File: config.mk
export PLATFORM = sky130hd
export DESIGN_NAME = trap_unit
export DESIGN_NICKNAME = d
export VERILOG_FILES = /design/src/rtl/trap_unit.sv
export SDC_FILE = /design/constraint.sdc
export NUM_CORES = 1
export LEC_CHECK = 0
export BUFFER_PORTS_ARGS = -buffer_cell sky130_fd_sc_hd__buf_2
export CAP_MARGIN = 10
export CORE_MARGIN = 5
export CORE_UTILIZATION = 48
export DETAILED_ROUTE_END_ITERATION = 10
export PLACE_DENSITY_LB_ADDON = 0.3
export SYNTH_ARGS = -nofsm -noshare
export SYNTH_HDL_FRONTEND = slang
export SYNTH_SLANG_ARGS = --single-unit
export TNS_END_PERCENT = 20
File: constraint.sdc
create_clock -name clk -period 3.25 [get_ports clk]
set_input_delay 0.4875 -clock clk [delete_from_list [all_inputs] [get_ports clk]]
set_output_delay 0.4875 -clock clk [all_outputs]
set_load 0.05 [all_outputs]
File: src/rtl/trap_unit.sv
// Machine-mode trap/interrupt unit: owns the trap CSRs, picks the highest-priority
// MEM-stage event and issues a one-cycle flush/redirect request to the pipeline.
module trap_unit #(
    parameter logic [31:0] RESET_MTVEC = 32'h0000_0100
) (
    input  logic        clk,
    input  logic        reset,
    input  logic        instr_valid_mem,
    input  logic [31:0] pc_mem,
    input  logic        ecall_mem,
    input  logic        ebreak_mem,
    input  logic        illegal_mem,
    input  logic        mret_mem,
    input  logic        timer_irq,
    input  logic        ext_irq,
    input  logic        stall_pipl,
    input  logic        csr_we,
    input  logic [11:0] csr_addr,
    input  logic [31:0] csr_wdata,
    output logic [31:0] csr_rdata,
    output logic        trap_taken,
    output logic        mret_exec,
    output logic [31:0] redirect_pc,
    output logic        o_dbg_state
);

    typedef enum logic {ST_RUN = 1'b0, ST_SETTLE = 1'b1} state_t;

    localparam logic [31:0] ALIGN_MASK = 32'hFFFF_FFFC;

    state_t      r_state;
    logic        r_sync1, r_sync2;
    logic        r_mie, r_mpie;       // mstatus.MIE / mstatus.MPIE
    logic        r_mtie, r_meie;      // mie.MTIE / mie.MEIE
    logic [31:0] r_mtvec, r_mepc, r_mcause;

    logic        w_active, w_ext_take, w_tmr_take;
    logic        w_trap, w_mret;
    logic [31:0] w_cause, w_epc;

    assign o_dbg_state = r_state;

    // trap_taken / mret_exec are single-cycle requests, valid only in RUN and
    // never together; redirect_pc is meaningful only while one of them is high.
    always_comb begin
        w_active   = (r_state == ST_RUN) && !stall_pipl && instr_valid_mem;
        w_ext_take = r_mie & r_meie & r_sync2;
        w_tmr_take = r_mie & r_mtie & timer_irq;
        w_trap     = 1'b0;
        w_mret     = 1'b0;
        w_cause    = 32'h0;
        w_epc      = pc_mem;
        if (w_active) begin
            if (illegal_mem) begin
                w_trap  = 1'b1;
                w_cause = 32'd2;
            end else if (ecall_mem) begin
                w_trap  = 1'b1;
                w_cause = 32'd11;
            end else if (ebreak_mem) begin
                w_trap  = 1'b1;
                w_cause = 32'd3;
            end else if (mret_mem) begin
                w_mret  = 1'b1;
            end else if (w_ext_take) begin
                w_trap  = 1'b1;
                w_cause = 32'h8000_000B;
                w_epc   = pc_mem + 32'd4;
            end else if (w_tmr_take) begin
                w_trap  = 1'b1;
                w_cause = 32'h8000_0007;
                w_epc   = pc_mem + 32'd4;
            end
        end
    end

    assign trap_taken  = w_trap & ~reset;
    assign mret_exec   = w_mret & ~reset;
    assign redirect_pc = trap_taken ? r_mtvec : (mret_exec ? r_mepc : 32'h0);

    always_comb begin
        csr_rdata = 32'h0;
        case (csr_addr)
            12'h300: csr_rdata = {24'h0, r_mpie, 3'b000, r_mie, 3'b000};
            12'h304: csr_rdata = {20'h0, r_meie, 3'b000, r_mtie, 7'h00};
            12'h305: csr_rdata = r_mtvec;
            12'h341: csr_rdata = r_mepc;
            12'h342: csr_rdata = r_mcause;
            default: csr_rdata = 32'h0;
        endcase
    end

    // Trap/mret updates come after the CSR write so they take precedence.
    always_ff @(posedge clk or posedge reset) begin
        if (reset) begin
            r_state  <= ST_RUN;
            r_sync1  <= 1'b0;
            r_sync2  <= 1'b0;
            r_mie    <= 1'b0;
            r_mpie   <= 1'b0;
            r_mtie   <= 1'b0;
            r_meie   <= 1'b0;
            r_mtvec  <= RESET_MTVEC & ALIGN_MASK;
            r_mepc   <= 32'h0;
            r_mcause <= 32'h0;
        end else begin
            r_sync1 <= ext_irq;
            r_sync2 <= r_sync1;
            if (csr_we) begin
                case (csr_addr)
                    12'h300: begin
                        r_mie  <= csr_wdata[3];
                        r_mpie <= csr_wdata[7];
                    end
                    12'h304: begin
                        r_mtie <= csr_wdata[7];
                        r_meie <= csr_wdata[11];
                    end
                    12'h305: r_mtvec  <= csr_wdata & ALIGN_MASK;
                    12'h341: r_mepc   <= csr_wdata & ALIGN_MASK;
                    12'h342: r_mcause <= csr_wdata;
                    default: ;
                endcase
            end
            if (w_trap) begin
                r_mepc   <= w_epc & ALIGN_MASK;
                r_mcause <= w_cause;
                r_mpie   <= r_mie;
                r_mie    <= 1'b0;
                r_state  <= ST_SETTLE;
            end else if (w_mret) begin
                r_mie    <= r_mpie;
                r_mpie   <= 1'b1;
                r_state  <= ST_SETTLE;
            end else if (!stall_pipl) begin
                r_state  <= ST_RUN;
            end
        end
    end

endmodule

Word level (Yosys, flattened, before mapping)

Cells that the tools add are included.

Flip-flop bits (word level): 101
Output and inout port bits: 67

Multiplexer cells: 46
Bitwise operators: 8
Equal/unequal tests: 6
Reductions and logical operators: 13
Add/subtract/negate cells: 1

Operators by type and width:

| cell                                                   | number |
|---|---|
| two-way mux 32 bit                                     | 22 |
| one-hot mux 32 bit (5 select lines)                    | 1 |
| equality test 12 x 10 -> 1 bit (second input constant) | 5 |
| adder 32 x 3 -> 32 bit (second input constant)         | 1 |
| two-way mux 1 bit                                      | 23 |
| AND reduction 2 bit                                    | 5 |
| AND 1 bit                                              | 6 |
| nonzero test 2 bit                                     | 3 |
| nonzero test 3 bit                                     | 2 |
| != test 3 x 1 -> 1 bit (second input constant)         | 1 |
| logical AND 1 bit                                      | 2 |
| NOT 1 bit                                              | 2 |
| logical NOT 1 bit                                      | 1 |

Logic depth before layout (Yosys ltp)

Word-level depth: 11
Gate-level depth with buffers: 8
Gate-level depth less buffers: 6

Worst setup path before layout

Ideal clock, no wire load.

Path kind: register to output
From: reg r_state (netlist: o_dbg_state)
To: out redirect_pc[22]
Setup slack: 0.390 ns
Cell stages (with the launch flop): 7
Buffers on the path: 1
Data arrival time: 2.372 ns
Required time: 2.762 ns
Path through: dfrtp_1 -> or3b_1 -> nor2_1 -> nand2_1 -> nor2_1 -> buf_2 -> a22o_1

Longest elaborated chain between the ends: 7
Elaborated cells on any way between the ends: 9
Those cells by class: 4 x mux; 3 x bitwise; 2 x reduce/logical

Ends and longest elaborated chain:

| what                            | line | text |
|---|---|---|
| from (decl)                     | 31   | `state_t r_state;` |
| from (signal assigned)          | 96   | `r_state <= ST_RUN;` |
| from (signal assigned)          | 130  | `r_state <= ST_SETTLE;` |
| from (signal assigned)          | 134  | `r_state <= ST_SETTLE;` |
| NOT 1 bit                       | 46   | `w_active = (r_state == ST_RUN) && !stall_pipl && instr_valid_mem;` |
| logical AND 1 bit (2 in a row)  | 46   |  |
| two-way mux 1 bit               | 53   | `if (w_active) begin` |
| AND 1 bit                       | 78   | `assign mret_exec = w_mret & ~reset;` |
| via mret_exec                   | 22   | `output logic mret_exec,` |
| two-way mux 32 bit (2 in a row) | 79   | `assign redirect_pc = trap_taken ? r_mtvec : (mret_exec ? r_mepc : 32'h0);` |
| to (decl)                       | 23   | `output logic [31:0] redirect_pc,` |

The timed path passes the listed nets, and every way through them passes these cells.

Worst setup path in the final report

From: reg r_state (netlist: o_dbg_state)
To: out redirect_pc[13]

Longest elaborated chain between the ends: 7
Elaborated cells on any way between the ends: 9
Those cells by class: 4 x mux; 3 x bitwise; 2 x reduce/logical

Ends and longest elaborated chain:

| what                               | line |
|---|---|
| NOT 1 bit (*)                      | 46 |
| logical AND 1 bit (*) (2 in a row) | 46 |
| two-way mux 1 bit                  | 53 |
| AND 1 bit                          | 78 |
| two-way mux 32 bit                 | 79 |
| two-way mux 32 bit (*)             | 79 |

Mark *: on every way between the ends. The rest lies on a longest branch, timed or not.

==> results summary <==
The total negative slack for setup checks is 0 ns. The weighted congestion reported at the end of routability-driven placement came out at 0.879. For this run, the top clock speed supported by timing is 328 MHz. The number of clock buffers inserted by TritonCTS is 9.

Once detailed placement completed, the half-perimeter wirelength came to 12.1 mm. The shortest period the worst path allows is 3.05 ns. The kind of end point of the critical path is an output pin. Setup repair after global routing left no endpoint under its margin. The largest fanout on the critical path is 21. In this run the cell area of the synthesized design comes to 0.00582 mm². The ratio of final minimum period to clock period came out at 93.9%. TritonCTS built the clock tree. Dividing the detail-routed wire length by the instance count gives 19.6 µm. The count of endpoints failing hold in the final timing report came out at 0. The critical path start-end classification is register to output pin.

The post-cts hold buffer count came out at 0. The die height came out at 120 µm. The via count of the first global-routing pass is 5,538.

The total count of max-transition violations in the final report is 0. The initial antenna violation count came out at 0. The number of standard cells after synthesis is 607.

The post-CTS setup repair buffer count is 0. Dividing total power by cell area gives a power density of 417 mW/mm². The total die area came out at 0.0144 mm².

154 I/O pins were placed. Each instance of the synthesized netlist takes up on average 9.58 µm². The total of flip-flops plus latches after synthesis came out at 99. The count of maximum capacitance violations is 0. The count of final setup violators came out at 0. The worst max-slew margin expressed relative to the limit is 44.6%. The number of detailed-route iterations in the first pass came out at 6. After routing the design area is 0.00703 mm². The share of flip-flops with an asynchronous set or reset came out at 100%. The number of gates resized after cts came out at 0. The overflow left after global routing is 0. The initial cell density of the core is 48.6%. The post-detailed-routing wire length is 17.6 mm. The run finished with clean final reports. The maximum number of buffers from clock root to sink is 2. The clock-pin slew on the worst setup and hold paths is 0.06 ns. After detailed placement, the total cell area comes to 0.00672 mm². Summing all multi-input logic gate instances after layout gives 0.00304 mm². The worst-case vdd ir drop came out at 0.279 mV. 0 antenna diodes ended up in the layout.

The area growth from synthesis to layout is 20.8%. The largest net degree at the start of global routing came out at 57. The transition at the pin with the smallest max-transition slack is 0.830 ns. Between clock sinks in the finished design, the worst skew comes to 0.00479 ns. The tree is rooted in a clkbuf_16. The sequential cells in the finished layout cover a total of 0.00248 mm².

The worst-case reg-to-reg path depth is 5. The distinct cell type count of the synthesized netlist is 56. The count of warnings emitted by yosys is 0. The detailed-route DRC error count is 0.

The floorplan has 40 rows. The ratio of cells with drive above 1 in the final layout came out at 34.0%. The instance count along the most critical hold path is 1.

The remaining antenna violation count is 0. The fraction of the yosys area taken by sequential cells is 42.6%. The detail-routed via count per cell came out at 6.00. During placement, the flow inserted port buffers numbering 149.

The net count of the finished layout is 831. The global-route wire length before repair is 28.4 mm. The worst hold slack came out at 0.244 ns. The min-delay analysis places its worst path in the category primary input to register.

The core region is 0.0120 mm². The routed via count is 5,367. The critical path data required time is 2.76 ns.

The leakage power is 3.56 nW. The clock drives 99 sinks. The critical path data arrival time is 2.57 ns.

The clock tree synthesis step divided the H-tree into 3 levels. In the synthesized netlist the dominant register cell turns out to be dfrtp_1. The number of DRC markers after the initial detailed-route iteration came out at 538. The synthesized design contains 0 enable-type register cells. The horizontal extent of the die is 120 µm.

The insertion delay to the later sink of the worst-skew pair came out at 0.35 ns. Counting the fill cells in the layout gives 1,039. Global routing used 24.6% of the available tracks across all layers.

The minimum setup slack after placement is 0.369 ns. The post-layout worst setup margin came out at 0.197 ns. STA classifies the critical path startpoint as a register.
==> layout by cell type, fill, tap and decap left out, drive strengths merged, types with 2 or more instances in the layout <==
cell	count
a21oi	33
a222oi	27
a22o	31
a22oi	2
a31oi	5
and2	6
and3	5
and4	7
buf	167
clkbuf	13
conb	2
dfrtp	98
inv	33
mux2	60
mux2i	5
nand2	100
nand2b	3
nand3	12
nand4	12
nor2	18
nor2b	3
nor3	12
nor3b	3
nor4	8
o21ai	31
o31ai	2
or3	3
xnor2	16
xor2	10
==> kinds of logic (layout without fill, tap and decap cells) <==
| group | Yosys count | after routing | share of synthesized area (%) |
|---|---|---|---|
| compound gates | 139 | 139 | 17.1 |
| mux | 65 | 65 | 12.5 |
| other cells | 1 | 2 | 0.0645 |
| xor+xnor | 26 | 26 | 3.91 |
| buf+inv | 76 | 216 | 5.61 |
| fa+ha+maj | 1 | 1 | 0.215 |
| simple gates | 200 | 200 | 18.0 |
| flops | 99 | 99 | 42.6 |
==> metal layers <==
metal	vias up	part of all wire (%)	global-route usage, %
met1	2608	40	30.8
met4	0	2.7	9.45
met3	39	7.4	5.98
met5	-	0	0
li1	2482	-	-
met2	238	49	41.2
==> cells in the mapped netlist (5+ instances only) <==
library cell  count  area [µm²]
and3_1            5        31.3
and2_1            6        37.5
o21ai_1          24         120
nor4_1            6        37.5
xor2_1           10        87.6
a21oi_1          33         165
nand3_1          12        60.1
nor2_1           17        63.8
o21ai_0           7        35.0
buf_4             5        37.5
inv_1            33         124
clkbuf_1         20        75.1
a222oi_1         27         270
nor3_1           12        60.1
nand2_1         100         375
xnor2_1          16         140
dfrtp_1          98        2450
mux2i_1           5        50.1
mux2_2           56         631
and4_1            7        61.3
buf_2            18        90.1
a31oi_1           5        31.3
a22o_1           31         272
nand4_1          12        75.1
==> per-stage QoR <==
stage / power, mW / utilization, % / std cells
CTS: 2.95 / 58.7 / 895
floorplan: 1.67 / - / 608
global route: 3.06 / 58.7 / 895
global placement: 1.82 / 56.2 / 879
detailed placement: 1.84 / 56.2 / 879
finish: 2.93 / 58.7 / 895
==> power breakdown <==
group / internal [mW] / switching [mW]
combinational: 0.178 / 0.224
sequential: 1.33 / 0.0873
clock: 0.641 / 0.467
==> worst paths after layout <==
path,slack [ns],endpoint,startpoint
setup / recovery,0.20,redirect_pc[13],o_dbg_state$_DFFE_PP0P_
hold / removal,0.24,r_sync1$_DFF_PP0_,ext_irq
setup reg to reg,0.97,r_mepc[25]$_DFFE_PP0P_,o_dbg_state$_DFFE_PP0P_
hold reg to reg,0.35,r_sync2$_DFF_PP0_,r_sync1$_DFF_PP0_
max in group asynchronous,2.25,r_mcause[29]$_DFFE_PP0P_,reset
min in group asynchronous,0.33,r_mcause[0]$_DFFE_PP0P_,reset
==> flip-flops by register name (all words and copies together), names as in the netlist <==
register and cells:
o_dbg_state 1, r_mcause 32, r_meie 1, r_mepc 30, r_mie 1, r_mpie 1
r_mtie 1, r_mtvec 30, r_sync1 1, r_sync2 1
==> critical path, cell delays in order (launching register included) <==
cell and delay [ns]:
dfrtp_1 0.43, or3b_1 0.48, nor2_1 0.17, nand2_1 0.19
nor2_2 0.15, buf_4 0.31, a22o_1 0.22, buf_2 0.28
==> area by class of cell <==
class / count / share of cell area, %
multi-input combinational: 433 / 43.2
sequential: 99 / 35.3
timing repair buffer: 167 / 12.7
clock buffer: 13 / 3.70
tap: 147 / 2.62
inverter: 33 / 1.80
clock inverter: 3 / 0.659
No activity file was read; power rests on OpenSTA's default activity.
